**config.mk**
```make
export PLATFORM = sky130hd
export DESIGN_NAME = zorgian_coin_acceptor
export DESIGN_NICKNAME = d
export VERILOG_FILES = /design/src/rtl/zorgian_coin_acceptor.sv
export SDC_FILE = /design/constraint.sdc
export NUM_CORES = 1
export LEC_CHECK = 0
export CORE_ASPECT_RATIO = 2
export CORE_MARGIN = 2
export CORE_UTILIZATION = 45
export CTS_CLUSTER_SIZE = 14
export DETAILED_ROUTE_END_ITERATION = 12
export PLACE_DENSITY = 0.68
export SLEW_MARGIN = 20
export SYNTH_ARGS = -nofsm -noshare
export SYNTH_HDL_FRONTEND = slang
export SYNTH_SLANG_ARGS = --single-unit
```
**constraint.sdc**
```tcl
create_clock -name clock -period 3.99 [get_ports clock]
set_input_delay 0.5985 -clock clock [delete_from_list [all_inputs] [get_ports clock]]
set_output_delay 0.5985 -clock clock [all_outputs]
set_load 0.01 [all_outputs]
```
**src/rtl/zorgian_coin_acceptor.sv**
```systemverilog
// Coin acceptor front end of the Zorgian vending datapath.
// Collects coins against a latched cost, offers the total to the change box
// or to the refund path, and keeps the saturating 2-bit coin stock counts.
module zorgian_coin_acceptor #(
    parameter int STOCK_MAX = 3,
    parameter int PAID_MAX  = 15
) (
    input  logic       clock,
    input  logic       reset_L,
    input  logic       start,
    input  logic [3:0] Cost,
    input  logic       coin_valid,
    input  logic [2:0] coin_in,
    output logic       coin_ready,
    output logic       coin_reject,
    input  logic       cancel,
    output logic [3:0] Paid,
    output logic       paid_valid,
    input  logic       paid_ready,
    output logic       refund_valid,
    input  logic       refund_ready,
    input  logic       dispense_valid,
    input  logic [2:0] dispense_coin,
    output logic [1:0] Pentagons,
    output logic [1:0] Triangles,
    output logic [1:0] Circles,
    output logic       busy
);

    typedef enum logic [1:0] {
        IDLE    = 2'd0,
        COLLECT = 2'd1,
        DONE    = 2'd2,
        REFUND  = 2'd3
    } state_t;

    localparam logic [2:0] CODE_CIRCLE   = 3'b001;
    localparam logic [2:0] CODE_TRIANGLE = 3'b011;
    localparam logic [2:0] CODE_PENTAGON = 3'b101;

    state_t     state;
    state_t     state_next;

    logic [3:0] paid_q;
    logic [3:0] cost_q;
    logic [3:0] pend_p;
    logic [3:0] pend_t;
    logic [3:0] pend_c;
    logic [1:0] stock_p;
    logic [1:0] stock_t;
    logic [1:0] stock_c;
    logic       reject_q;

    logic [2:0] coin_val;
    logic       coin_legal;
    logic [4:0] paid_sum;
    logic       handshake;
    logic       coin_accept;
    logic       coin_bad;
    logic       commit;
    logic       refund_done;
    logic       start_ok;

    // Stock after an optional commit of pending coins and an optional dispense.
    // The sum is formed 6 bits wide so the decrement happens before the clamp.
    function automatic logic [1:0] next_stock(input logic [1:0] cur,
                                              input logic [3:0] add,
                                              input logic       sub);
        logic [5:0] total;
        total = {4'b0000, cur} + {2'b00, add};
        if (sub && (total != 6'd0)) begin
            total = total - 6'd1;
        end
        if (total > 6'(STOCK_MAX)) begin
            return 2'(STOCK_MAX);
        end
        return total[1:0];
    endfunction

    assign coin_ready   = (state == COLLECT) && !cancel;
    assign coin_reject  = reject_q;
    assign Paid         = paid_q;
    assign paid_valid   = (state == DONE);
    assign refund_valid = (state == REFUND);
    assign busy         = (state != IDLE);
    assign Pentagons    = stock_p;
    assign Triangles    = stock_t;
    assign Circles      = stock_c;

    assign handshake   = coin_valid && coin_ready;
    assign paid_sum    = {1'b0, paid_q} + {2'b00, coin_val};
    assign coin_accept = handshake && coin_legal && (paid_sum <= 5'(PAID_MAX));
    assign coin_bad    = handshake && !coin_accept;
    assign commit      = (state == DONE) && paid_ready;
    assign refund_done = (state == REFUND) && refund_ready;
    assign start_ok    = (state == IDLE) && start && (Cost != 4'd0);

    // Decode the inserted coin into its face value.
    always_comb begin
        coin_val   = 3'd0;
        coin_legal = 1'b0;
        case (coin_in)
            CODE_CIRCLE: begin
                coin_val   = 3'd1;
                coin_legal = 1'b1;
            end
            CODE_TRIANGLE: begin
                coin_val   = 3'd3;
                coin_legal = 1'b1;
            end
            CODE_PENTAGON: begin
                coin_val   = 3'd5;
                coin_legal = 1'b1;
            end
            default: begin
                coin_val   = 3'd0;
                coin_legal = 1'b0;
            end
        endcase
    end

    // Transaction state register.
    always_ff @(posedge clock or negedge reset_L) begin
        if (!reset_L) begin
            state <= IDLE;
        end else begin
            state <= state_next;
        end
    end

    // Next-state logic; cancel wins over any coin while collecting.
    always_comb begin
        state_next = state;
        case (state)
            IDLE: begin
                if (start_ok) begin
                    state_next = COLLECT;
                end
            end
            COLLECT: begin
                if (cancel) begin
                    state_next = REFUND;
                end else if (coin_accept && (paid_sum >= {1'b0, cost_q})) begin
                    state_next = DONE;
                end
            end
            DONE: begin
                if (paid_ready) begin
                    state_next = IDLE;
                end
            end
            REFUND: begin
                if (refund_ready) begin
                    state_next = IDLE;
                end
            end
            default: state_next = IDLE;
        endcase
    end

    // Running total, latched cost, pending coin counts and the reject pulse.
    always_ff @(posedge clock or negedge reset_L) begin
        if (!reset_L) begin
            paid_q   <= 4'd0;
            cost_q   <= 4'd0;
            pend_p   <= 4'd0;
            pend_t   <= 4'd0;
            pend_c   <= 4'd0;
            reject_q <= 1'b0;
        end else begin
            reject_q <= coin_bad;
            if (start_ok) begin
                cost_q <= Cost;
                paid_q <= 4'd0;
                pend_p <= 4'd0;
                pend_t <= 4'd0;
                pend_c <= 4'd0;
            end else if (coin_accept) begin
                paid_q <= paid_sum[3:0];
                if (coin_in == CODE_PENTAGON) pend_p <= pend_p + 4'd1;
                if (coin_in == CODE_TRIANGLE) pend_t <= pend_t + 4'd1;
                if (coin_in == CODE_CIRCLE)   pend_c <= pend_c + 4'd1;
            end else if (commit || refund_done) begin
                paid_q <= 4'd0;
                pend_p <= 4'd0;
                pend_t <= 4'd0;
                pend_c <= 4'd0;
            end
        end
    end

    // Stock counts: credited with pending coins on commit, debited on dispense.
    always_ff @(posedge clock or negedge reset_L) begin
        if (!reset_L) begin
            stock_p <= 2'd0;
            stock_t <= 2'd0;
            stock_c <= 2'd0;
        end else begin
            stock_p <= next_stock(stock_p, commit ? pend_p : 4'd0,
                                  dispense_valid && (dispense_coin == CODE_PENTAGON));
            stock_t <= next_stock(stock_t, commit ? pend_t : 4'd0,
                                  dispense_valid && (dispense_coin == CODE_TRIANGLE));
            stock_c <= next_stock(stock_c, commit ? pend_c : 4'd0,
                                  dispense_valid && (dispense_coin == CODE_CIRCLE));
        end
    end

endmodule
```
**Yosys cells after proc, flatten, opt, wreduce, memory -nomap -nowiden**

Cells that the tools add are included.
Widths: inputs -> output; s select.

- Bits in registers: 29
- Logic and storage cells: 107

- Add/subtract/negate cells: 10
- Reduce and logical (&&, ||, !) cells: 31
- Magnitude comparators: 5
- Equality and inequality tests: 16
- Mux-type cells: 35

Operators with widths:

| cell | number |
|---|---|
| $mux 4 | 15 |
| $mux 2 | 11 |
| $gt 6x2->1 const B | 3 |
| $mux 6 | 3 |
| $reduce_bool 6->1 | 3 |
| $sub 5x1->6 const B | 3 |
| $logic_and 1x1->1 | 16 |
| $add 2x4->5 | 3 |
| $add 4x1->4 const B | 3 |
| $ne 3x1->1 const B | 3 |
| $pmux 3 s3 | 1 |
| $pmux 2 s4 | 1 |
| $eq 3x1->1 const B | 2 |
| $eq 3x2->1 const B | 2 |
| $eq 3x3->1 const B | 2 |
| $reduce_and 2->1 | 3 |
| $add 4x3->5 | 1 |
| $ge 5x4->1 | 1 |
| $le 5x4->1 const B | 1 |
| $eq 2x2->1 const B | 2 |
| $mux 1 | 4 |
| $ne 2x1->1 const B | 2 |
| $reduce_and 4->1 | 1 |
| $reduce_bool 4->1 | 1 |
| 9 further kinds | 10 |

**Logic depth before layout (Yosys ltp)**

- Depth in word-level cells: 10
- Mapped depth: 15

**Least setup slack after synthesis**

OpenSTA, ideal clock, no wires.

- Path type: in2reg
- Start point: input paid_ready
- End point: register stock_p[0], in the netlist Pentagons[0]
- Cell stages on the path: 14
- Setup slack: 0.610 ns
- Arrival: 3.253 ns
- Library setup time: 0.127 ns
- Buffers on the path: 2
- Cell sequence: and3b_4 clkbuf_8 clkbuf_1 and2_1 ha_1 fa_1 inv_1 ha_1 or2b_2 a21oi_1 a211oi_4 a221oi_1 a211o_2 nand3_1

- Longest elaborated chain between the ends: 9
- Elaborated cells on any way between the ends: 10
- Those cells by class: add/sub (2); order compare (1); mux (4); reduce/logical (3)

RTL lines:

| item | RTL line | RTL |
|---|---|---|
| start: declaration | 19 | `input logic paid_ready,` |
| $logic_and 1x1->1 * | 94 | `assign commit = (state == DONE) && paid_ready;` |
| $mux 4 * | 199 | `stock_p <= next_stock(stock_p, commit ? pend_p : 4'd0,` |
| $add 2x4->5 * | 70 | `total = {4'b0000, cur} + {2'b00, add};` |
| branches (longest 2 deep; another with $sub 5x1->6) | -- |  |
| $mux 6 * | 71 | `if (sub && (total != 6'd0)) begin` |
| $gt 6x2->1 | 74 | `if (total > 6'(STOCK_MAX)) begin` |
| $mux 1 | 74 |  |
| $mux 2 * | 77 | `return total[1:0];` |
| end signal: assignment | 199 |  |
| end: declaration | 49 | `logic [1:0] stock_p;` |

Every way passes the cells marked *.
A chain may end at the register's enable or synchronous reset.

**Worst setup path after layout**

Same ends and word-level chain as after synthesis.

==> results.md <==
* Slowest CP cell: clkdlybuf4s50_1
* Post-synth top flop: dfrtp_1
* Largest net degree at the start of global routing at 30
* Drt wl/cell at 15.1 um
* Reg-to-reg setup timing slack at 790 ps
* Max-cap violation count at 0
* Arr. time, crit path at 3670 ps
* Cells after DPL at 355
* Kind of critical path: in2reg
* DR vias/cell at 5.74
* LEAKAGE at 1.30 nW
* Num Clock Sinks at 29
* Area delta synth->final at 19.0%
* Fin util at 55.6%
* Tcrit/Tclk final at 87.7%
* Routability Congestion at 0.912
* Final nets at 348
* Initial Utilization at 46.8%
* Seq/Total Area, Yosys at 29.9%
* DR iter-0 viols at 35
* Synth cell types at 67
* Final Critical Period at 3500 ps
* Async set or reset register ratio after synthesis at 100%
* Top-area cell type share of the netlist area at 29.9%
* Hold Slack at 522 ps
* Core Footprint at 0.00518 mm2
* Dpl hpwl at 4.34 mm
* PD cells at 463 mW/mm2
* DR DRC count at 0
* Max Freq at 286 MHz
* Buffers on Ports at 32
* Post-CTS Setup Bufs at 0
* Post-Syn Area at 0.00242 mm2
* WP data required at 4160 ps
* R2R Path Start: state[0]
* Clock-pin slew on the worst setup and hold paths at 70 ps
* H-tree depth at 2
* Filler Cells Inserted at 510
* Mapped Avg Cell Area at 8.88 um2
* Die area at 0.00603 mm2
* Cell family with most CP delay: compound AO/OA/AOI/OAI gates
* Initial DRT Pass Iterations at 4
* Syn. warnings at 0
* Area of the multi-input gates at 0.00156 mm2
* CP max FO at 8
* CTS root buffer: clkbuf_8
* Final Hold Fails at 0
* Top cells by area, synth: dfrtp_1 30%, ha_1 11%, nand2_1 4.3%
* CP Launch Type: primary input
* GR Overflow Total at 0
* PostCTS Resize Cnt at 0
* Slowest cell delay on critical path at 550 ps
* EDFF count, synth at 0
* CTS tree: yes
* First-pass GRT wire length at 9.74 mm
* Worst-Skew Late Latency at 290 ps
* Die width at 55.9 um
* Total number of vias at 2085
* Hold path start: pend_c[0]
* Pwr Total at 1.33 mW
* Initial antenna violation count at 0
* Setup Skew at 2.87 ps
* Synth Register Bits at 29
* Die height at 108 um
* Maximum clock path buffer count at 2
* Row count at 37
* # setup viols final at 0
* Register area at 726 um2
* Total negative slack at 0 ps
* Routed wire length at 5.50 mm
* Status: completed
* Crit-path cells: clkdlybuf4s50_1 -> and3b_4 -> and2_1 -> ha_1 -> fa_1 -> inv_1 -> ha_1 -> or2b_2 -> a21oi_1 -> a211oi_4 -> a221oi_1 -> a211o_2 -> nand3_1
* Ratio of cells with drive above 1 in the final layout at 10.5%
* Cells after Synth at 273
* CTS Buf Count at 5
* Number of global-route vias before repair at 2170
* Net Count, Synth at 317
* Ports at 33
* Actual slew at the worst max-slew pin at 579 ps
* Biggest area consumer among synthesized cells: dfrtp_1
* ANT cells at 0
* Fin cells at 363
* Aggregate global-route resource usage at 20.8%
* Rel. slew slack at 61.1%
* Slew Viols, Final at 0
* Post-route ant nets at 0
* RSZ-0062 raised after global routing: false
* WP buf/inv at 2
* Class of the worst hold path: reg2reg
* CP Capture Type: flip-flop
* CP startpoint: paid_ready
* # hold bufs at CTS at 0
* Most frequent cell on the critical path: ha_1
* Worst VDD drop at 0.000308 V
[logic make-up (layout without fill, tap and decap cells)]
group                      after synthesis  in the layout  synth area share, %
and+or+nand+nor                        103            103                 22.9
AOI/OAI and AO/OA                       68             68                 20.1
DFF                                     29             29                 29.9
buffers and inverters                   29             61                 5.73
adders and majority gates               26             26                 14.7
xor gates and xnor gates                15             15                 5.42
muxes                                    3              3                 1.34
[cell usage in the layout, fill, tap and decap left out, drive strengths merged, types with 4 or more instances in the layout]
cell           instances
xor2                   6
a21o                   7
ha                    22
nand2                 29
xnor2                  9
nand2b                 5
a22o                   5
or2                    6
and2                  10
o21ai                 16
fa                     4
clkdlybuf4s50         32
dfrtp                 29
nor2                  21
a21oi                 11
clkbuf                 7
inv                   18
nand3                 10
[layer usage]
metal	wire [um]	share of wire (%)	vias to the layer above	global-route usage [%]
li1	-	-	1022	-
met1	1970	36	983	20.5
met2	3020	55	64	38.8
met3	268	4.9	16	3.97
met4	246	4.5	0	12.9
met5	0	0	-	0
[power by group]
part           internal [mW]  switching [mW]  leakage (nW)  total, mW
Clock                  0.203           0.121        0.0585      0.325
Sequential             0.358          0.0621         0.375      0.420
Combinational          0.287           0.303         0.862      0.590
Total                  0.849           0.486          1.30       1.33
[registers in the layout, summed over array words and instances, names as in the netlist]
register and cells:
Paid 4, coin_reject 1, state 2, Pentagons 2
pend_p 4, Circles 2, cost_q 4, pend_c 4
pend_t 4, Triangles 2
[stage by stage]
stage / setup WS [ps] / cell area [um2]
5_1_grt: 290 / 2890
3_3_place_gp: 338 / 2770
2_1_floorplan: 610 / 2420
4_1_cts: 523 / 2890
6_report: 492 / 2890
3_5_place_dp: 218 / 2770
[worst register-to-register path, delay by kind of cell (launching register included)]
| family | cells | cell delay (ps) |
|---|---|---|
| and+or+nand+nor | 4 | 880 |
| AOI/OAI and AO/OA | 4 | 830 |
| DFF | 1 | 460 |
| adders and majority gates | 3 | 800 |
| buffers and inverters | 1 | 110 |
[cell type report]
| cell class | count | area share, % |
|---|---|---|
| clock buffers | 7 | 2.99 |
| well taps | 58 | 2.52 |
| repair buffers | 35 | 11.9 |
| flip-flops and latches | 29 | 25.2 |
| inverters | 18 | 2.34 |
| clock inverters | 1 | 1.04 |
| multi-input cells | 215 | 54.1 |
[path summary, 6_finish.rpt]
kind	endpoint	depth (start not counted)
worst min register to register	pend_c[0]	1
worst max-delay path	Pentagons[0]	13
worst min-delay path	pend_c[0]	1
max in group asynchronous	Triangles[0]	2
worst max register to register	Pentagons[0]	12
min in group asynchronous	Pentagons[1]	2
[synthesized netlist by cell type, types with 3 or more instances]
library cell / number
dfrtp_1: 29
nand2b_1: 5
nand3_1: 10
nor2_1: 21
xor2_1: 6
nand2_1: 28
a22o_1: 5
fa_1: 4
clkbuf_1: 6
ha_1: 22
o22ai_1: 3
a21oi_1: 11
a21o_1: 5
xnor2_1: 9
inv_1: 18
o21ai_1: 3
or2_2: 5
o21ai_0: 12
and2_1: 8
(Power assumes the default switching activity.)
